<file path="src/rtl/dpram_pkg.sv">
// Shared types and default widths for the dual-port RAM port front ends.
package dpram_pkg;

  localparam int unsigned DPRAM_ADDR_W     = 8;
  localparam int unsigned DPRAM_DATA_W     = 8;
  localparam int unsigned DPRAM_DEPTH      = 4;
  localparam int unsigned DPRAM_RD_LATENCY = 1;

  typedef struct packed {
    logic                    we;
    logic [DPRAM_ADDR_W-1:0] addr;
    logic [DPRAM_DATA_W-1:0] wdata;
  } dpram_cmd_t;

  typedef enum logic [1:0] {
    IDLE,
    ISSUE,
    WAIT_RD,
    RESP
  } port_state_e;

endpackage

</file>
<file path="src/rtl/dpram_cmd_fifo.sv">
// Synchronous command FIFO; head entry is presented combinationally on o_rdata.
module dpram_cmd_fifo
  import dpram_pkg::*;
#(
  parameter int unsigned DEPTH = DPRAM_DEPTH,
  parameter type         T     = dpram_cmd_t
) (
  input  logic                   clk,
  input  logic                   rst,
  input  logic                   i_push,
  input  T                       i_wdata,
  input  logic                   i_pop,
  output T                       o_rdata,
  output logic [$clog2(DEPTH):0] o_count,
  output logic                   o_full,
  output logic                   o_empty
);

  localparam int unsigned PtrW = $clog2(DEPTH);

  T                r_mem [DEPTH];
  logic [PtrW-1:0] r_wr_ptr;
  logic [PtrW-1:0] r_rd_ptr;
  logic [PtrW:0]   r_count;
  logic            w_push;
  logic            w_pop;

  assign o_full  = (r_count == (PtrW + 1)'(DEPTH));
  assign o_empty = (r_count == '0);
  assign w_push  = i_push && !o_full;
  assign w_pop   = i_pop && !o_empty;
  assign o_rdata = r_mem[r_rd_ptr];
  assign o_count = r_count;

  always_ff @(posedge clk) begin
    if (w_push) begin
      r_mem[r_wr_ptr] <= i_wdata;
    end
  end

  // DEPTH is a power of two, so the pointers wrap naturally.
  always_ff @(posedge clk) begin
    if (rst) begin
      r_wr_ptr <= '0;
      r_rd_ptr <= '0;
      r_count  <= '0;
    end else begin
      if (w_push) begin
        r_wr_ptr <= r_wr_ptr + PtrW'(1);
      end
      if (w_pop) begin
        r_rd_ptr <= r_rd_ptr + PtrW'(1);
      end
      case ({w_push, w_pop})
        2'b10:   r_count <= r_count + (PtrW + 1)'(1);
        2'b01:   r_count <= r_count - (PtrW + 1)'(1);
        default: r_count <= r_count;
      endcase
    end
  end

endmodule

</file>
<file path="src/rtl/dpram_port_master.sv">
// Sequences buffered read/write commands onto one RAM port, one read outstanding at a time.
module dpram_port_master
  import dpram_pkg::*;
#(
  parameter int unsigned ADDR_W     = DPRAM_ADDR_W,
  parameter int unsigned DATA_W     = DPRAM_DATA_W,
  parameter int unsigned DEPTH      = DPRAM_DEPTH,
  parameter int unsigned RD_LATENCY = DPRAM_RD_LATENCY
) (
  input  logic                   clk,
  input  logic                   rst,
  input  logic                   cmd_valid,
  output logic                   cmd_ready,
  input  logic                   cmd_we,
  input  logic [ADDR_W-1:0]      cmd_addr,
  input  logic [DATA_W-1:0]      cmd_wdata,
  output logic                   rsp_valid,
  input  logic                   rsp_ready,
  output logic [ADDR_W-1:0]      rsp_addr,
  output logic [DATA_W-1:0]      rsp_rdata,
  output logic [ADDR_W-1:0]      ram_addr,
  output logic [DATA_W-1:0]      ram_data,
  output logic                   ram_we,
  output logic                   ram_valid,
  input  logic                   ram_ready,
  input  logic [DATA_W-1:0]      ram_q,
  output logic [$clog2(DEPTH):0] fifo_count,
  output logic                   busy
);

  localparam int unsigned CntW = $clog2(DEPTH) + 1;
  localparam int unsigned LatW = $clog2(RD_LATENCY + 1);

  typedef struct packed {
    logic              we;
    logic [ADDR_W-1:0] addr;
    logic [DATA_W-1:0] wdata;
  } cmd_t;

  cmd_t              w_push_cmd;
  cmd_t              w_head;
  logic              w_push;
  logic              w_pop;
  logic              w_full;
  logic              w_empty;
  logic              w_more;
  logic [CntW-1:0]   w_count;

  port_state_e       r_state;
  logic              r_ram_valid;
  logic [LatW-1:0]   r_lat_cnt;
  logic              r_rsp_valid;
  logic [ADDR_W-1:0] r_rsp_addr;
  logic [DATA_W-1:0] r_rsp_rdata;

  assign w_push_cmd = '{we: cmd_we, addr: cmd_addr, wdata: cmd_wdata};
  assign cmd_ready  = !w_full;
  assign w_push     = cmd_valid && !w_full;
  assign w_pop      = r_ram_valid && ram_ready;
  // Entries left once the head is popped, counting a command arriving on the same edge.
  assign w_more     = (w_count > CntW'(1)) || w_push;

  dpram_cmd_fifo #(
    .DEPTH (DEPTH),
    .T     (cmd_t)
  ) u_fifo (
    .clk     (clk),
    .rst     (rst),
    .i_push  (w_push),
    .i_wdata (w_push_cmd),
    .i_pop   (w_pop),
    .o_rdata (w_head),
    .o_count (w_count),
    .o_full  (w_full),
    .o_empty (w_empty)
  );

  // The FIFO head only advances on a handshake, so the request is stable under back-pressure.
  assign ram_valid  = r_ram_valid;
  assign ram_addr   = r_ram_valid ? w_head.addr  : '0;
  assign ram_data   = r_ram_valid ? w_head.wdata : '0;
  assign ram_we     = r_ram_valid ? w_head.we    : 1'b0;
  assign rsp_valid  = r_rsp_valid;
  assign rsp_addr   = r_rsp_addr;
  assign rsp_rdata  = r_rsp_rdata;
  assign fifo_count = w_count;
  assign busy       = !w_empty || (r_state != IDLE);

  always_ff @(posedge clk) begin
    if (rst) begin
      r_state     <= IDLE;
      r_ram_valid <= 1'b0;
      r_lat_cnt   <= '0;
      r_rsp_valid <= 1'b0;
      r_rsp_addr  <= '0;
      r_rsp_rdata <= '0;
    end else begin
      unique case (r_state)
        IDLE: begin
          if (!w_empty) begin
            r_state     <= ISSUE;
            r_ram_valid <= 1'b1;
          end
        end
        ISSUE: begin
          if (ram_ready) begin
            if (w_head.we) begin
              if (!w_more) begin
                r_state     <= IDLE;
                r_ram_valid <= 1'b0;
              end
            end else begin
              r_state     <= WAIT_RD;
              r_ram_valid <= 1'b0;
              r_rsp_addr  <= w_head.addr;
              r_lat_cnt   <= LatW'(1);
            end
          end
        end
        WAIT_RD: begin
          if (r_lat_cnt == LatW'(RD_LATENCY)) begin
            r_rsp_rdata <= ram_q;
            r_rsp_valid <= 1'b1;
            r_state     <= RESP;
          end else begin
            r_lat_cnt <= r_lat_cnt + LatW'(1);
          end
        end
        RESP: begin
          if (rsp_ready) begin
            r_rsp_valid <= 1'b0;
            if (!w_empty) begin
              r_state     <= ISSUE;
              r_ram_valid <= 1'b1;
            end else begin
              r_state <= IDLE;
            end
          end
        end
        default: begin
          r_state     <= IDLE;
          r_ram_valid <= 1'b0;
        end
      endcase
    end
  end

endmodule

</file>
<file path="config.mk">
export PLATFORM = sky130hd
export DESIGN_NAME = dpram_port_master
export DESIGN_NICKNAME = d
export VERILOG_FILES = /design/src/rtl/dpram_pkg.sv /design/src/rtl/dpram_cmd_fifo.sv /design/src/rtl/dpram_port_master.sv
export SDC_FILE = /design/constraint.sdc
export NUM_CORES = 1
export LEC_CHECK = 0
export ABC_AREA = 1
export CORE_MARGIN = 8
export CORE_UTILIZATION = 45
export DETAILED_ROUTE_END_ITERATION = 12
export GPL_TIMING_DRIVEN = 0
export PLACE_DENSITY = 0.69
export RECOVER_POWER = 100
export SYNTH_ARGS = -nofsm -noshare
export SYNTH_HDL_FRONTEND = slang
export SYNTH_SLANG_ARGS = --single-unit
</file>
<file path="constraint.sdc">
create_clock -name clk -period 2.2 [get_ports clk]
set_input_delay 0.55 -clock clk [delete_from_list [all_inputs] [get_ports clk]]
set_output_delay 0.55 -clock clk [all_outputs]
set_load 0.02 [all_outputs]
</file>
==> results.py <==
metrics = {
    "placed_design": {
        "place_ws_ps": -265,
        "gp_congestion": 0.758,
        "portBuffers": 69,
        "dp_hpwl_mm": 6.24,
        "place_inst": 537,
    },
    "timing": {
        "rsz0062_at_grt": "true",
        "slew_violations": 0,
        "setup_viol": 0,
        "skew_ps": 8.86,
        "fmax_mhz": 463,
        "worstMarginPinSlew_ps": 548,
        "period_minus_slack_ps": 2160,
        "fin_crit_sh_pct": 98.2,
        "slew_headroom_pct": 63.4,
        "finalWorstSetupSlack_ps": 39.6,
        "finalHoldViolations": 0,
    },
    "synthesis": {
        "synth.distinct_cells": 24,
        "synth_seq_cells": 98,
        "yosysWarnings": 0,
        "syn_inst": 356,
        "synth_top_area_share_pct": 51.8,
        "syn_area_per_cell_um2": 11.1,
        "yosysTopAreaCell": "edfxtp_1",
        "yosysSeqAreaShare_pct": 67.0,
        "syn_nets": 394,
        "syn_area_mm2": 0.00394,
        "ys_top_cells_by_area": "edfxtp_1 52%, dfxtp_1 15%, a21oi_1 5.3%, nor2_1 5.3%, nand2_1 4.5%",
    },
    "run_status": {
        "status": "completed",
    },
    "clock_network": {
        "cts_max_level": 3,
        "clock_latency_ps": 360,
        "root_buffer": "clkbuf_8",
        "clkSinkCount": 98,
        "cts_tree": "built",
        "clk_pin_slew_worst_paths_ps": 90,
        "numCtsBuffers": 9,
        "cts-hold-fix-buffers": 0,
        "cts_buffer_depth": 2,
    },
    "global_routing": {
        "grt_max_degree": 17,
        "grt_pass1_vias": 2916,
        "grtUsageTotal_pct": 15.6,
        "antenna_found_initial": 0,
        "grt.overflow.total": 0,
        "grt_first_pass_wirelength_mm": 14.3,
    },
    "floorplanning": {
        "core_area_mm2": 0.00859,
        "rows": 34,
        "die_area_mm2": 0.0120,
        "ios": 70,
        "dieWidth_um": 110,
        "dieHeight_um": 110,
        "initial_core_util_pct": 45.9,
    },
    "final_layout": {
        "fillers": 713,
        "nets": 488,
        "stdcell_count": 563,
        "antennaDiodeCount": 0,
        "area.growth.synth_to_final_pct": 31.6,
        "drive_gt1_share_pct": 19.1,
    },
    "routing": {
        "first_pass_iters": 4,
        "drt-initial-drc-count": 152,
        "drt-total-wl_mm": 9.14,
        "num_vias": 2904,
        "wl_per_cell_um": 16.2,
        "antenna_left": 0,
        "vias_per_cell": 5.16,
        "drc": 0,
    },
    "critical_path": {
        "endpoint_kind": "output port",
        "reg2regPathDepth": 6,
        "crit_type": "reg -> out",
        "cp_max_fo": 10,
        "timing.rr.start": "u_fifo.o_count[0]",
        "regToRegEndpoint": "u_fifo.r_mem[3][16]",
        "worst_ep_arrival_time_ps": 1610,
        "rrSetupSlack_ps": 140,
        "start_kind": "register",
        "required_ps": 1650,
    },
    "pwr": {
        "irDropWorstVdd_mv": 0.412,
        "p_int_mw": 3.11,
        "p_seq_share_pct": 48.8,
        "switchingPower_mw": 1.33,
        "p_leak_nw": 1.98,
        "p_sw_share_pct": 30.0,
        "p_per_area_mw_per_mm2": 856,
        "clock_power_share_pct": 25.4,
        "comb_power_share_pct": 25.8,
    },
    "job": {
        "maxCapViolations": 0,
    },
    "hold_path": {
        "min_to": "rsp_rdata[2]",
        "hold_class": "reg -> reg",
        "holdPathStages": 2,
        "min_from": "rsp_rdata[2]",
    },
}
-- repair_timing --
action	4_1_cts	5_1_grt
setup buffers	5	2
gates cloned	3	0
pin swaps	4	5
resized for setup	100	31
setup endpoints to repair	19	21
endpoints found under the hold margin	0	0
-- per-stage QoR --
stage	setup TNS [ps]	utilization (%)	total power, mW	hold slack, ps	cell area (um2)
floorplan	-8690	-	2.80	444	3940
CTS	0	59.4	4.42	473	5100
finish	0	60.4	4.44	470	5190
detailed placement	-7210	56.2	3.29	460	4830
global placement	-52000	55.5	3.25	448	4770
global route	-281	60.4	4.65	489	5190
-- cells in the final DEF (no fill, tap or decap), types with 3 or more instances in the layout --
cell             netlist  routed
ha_1                   8       8
a32o_1                 8       5
clkbuf_1               4       5
clkbuf_8               0       9
o21ai_0               30      29
buf_6                  1      11
clkdlybuf4s50_1        0      32
nand3_1               14      14
xor2_1                 3       3
a21oi_1               42      42
buf_4                  2      18
buf_2                 10       6
dlygate4sd3_1          0      18
nor2_2                 0       9
nand2_1               47      47
buf_8                  0       6
inv_1                 19      18
edfxtp_1              68      68
nor2_1                56      46
a32o_2                 0       3
dfxtp_1               30      29
-- worst max-delay path, cell delays in order, from the launching register on --
cell and delay, ps:
dfxtp_2 330, buf_6 120, inv_6 50, buf_4 180, nor2_1 100, o21ai_0 90
a21oi_1 210, buf_4 180
-- cell families after synthesis --
group	share of synthesized area, %
AO/OA/AOI/OAI	12.1
buffers and inverters	4.70
AND/OR/NAND/NOR	13.0
flip-flops	67.0
adder cells (fa/ha/maj)	2.54
XOR/XNOR	0.667
-- routing by layer --
| layer | GRT usage, % | vias up | share of wire (%) |
|---|---|---|---|
| met2 | 25.3 | 75 | 50 |
| li1 | - | 1421 | - |
| met4 | 9.74 | 0 | 2.9 |
| met5 | 0 | - | 0 |
| met3 | 3.05 | 16 | 6.2 |
| met1 | 18.8 | 1392 | 41 |
-- registers in the layout, summed over array words and instances (netlist names), 2 cells and up, named ones only --
| register | count |
|---|---|
| u_fifo.r_rd_ptr | 2 |
| rsp_addr | 8 |
| u_fifo.o_count | 3 |
| rsp_rdata | 8 |
| u_fifo.r_wr_ptr | 2 |
| u_fifo.r_mem | 68 |
-- power by group through the flow --
stage / registers, mW / clock network [mW] / logic (mW)
floorplan: 2.24 / 0 / 0.559
CTS: 2.16 / 1.15 / 1.10
global placement: 2.20 / 0 / 1.05
detailed placement: 2.20 / 0 / 1.09
finish: 2.17 / 1.13 / 1.15
global route: 2.18 / 1.22 / 1.25
-- cell usage after synthesis, drive strengths merged --
cell type	n
a21oi	44
a32o	8
and3	1
buf	13
clkbuf	4
clkinv	1
dfxtp	30
edfxtp	68
ha	8
inv	22
nand2	48
nand3	17
nand4	1
nor2	56
o21ai	32
xor2	3
-- layout make-up --
class / count / area [um2] / area share (%)
timing repair inverter: 1 / 6.26 / 0.121
inverter: 23 / 103 / 1.98
clock inverter: 5 / 63.8 / 1.23
tap: 108 / 135 / 2.60
clock buffer: 11 / 131 / 2.53
timing repair buffer: 82 / 795 / 15.3
buffer: 17 / 164 / 3.16
sequential: 98 / 2640 / 50.9
multi-input combinational: 218 / 1150 / 22.1
-- worst max path at each step --
stage,from,to,slack (ps)
after floorplan,u_fifo.o_count[0],u_fifo.r_mem[0][0],-130
after global placement,cmd_valid,u_fifo.r_mem[2][12],-750
after detailed placement,register,ram_data[4],-270
after CTS,register,ram_addr[5],1
after global routing,u_fifo.o_count[0],busy,-70
final,register,ram_data[4],40
No activity file was read; power rests on OpenSTA's default activity.
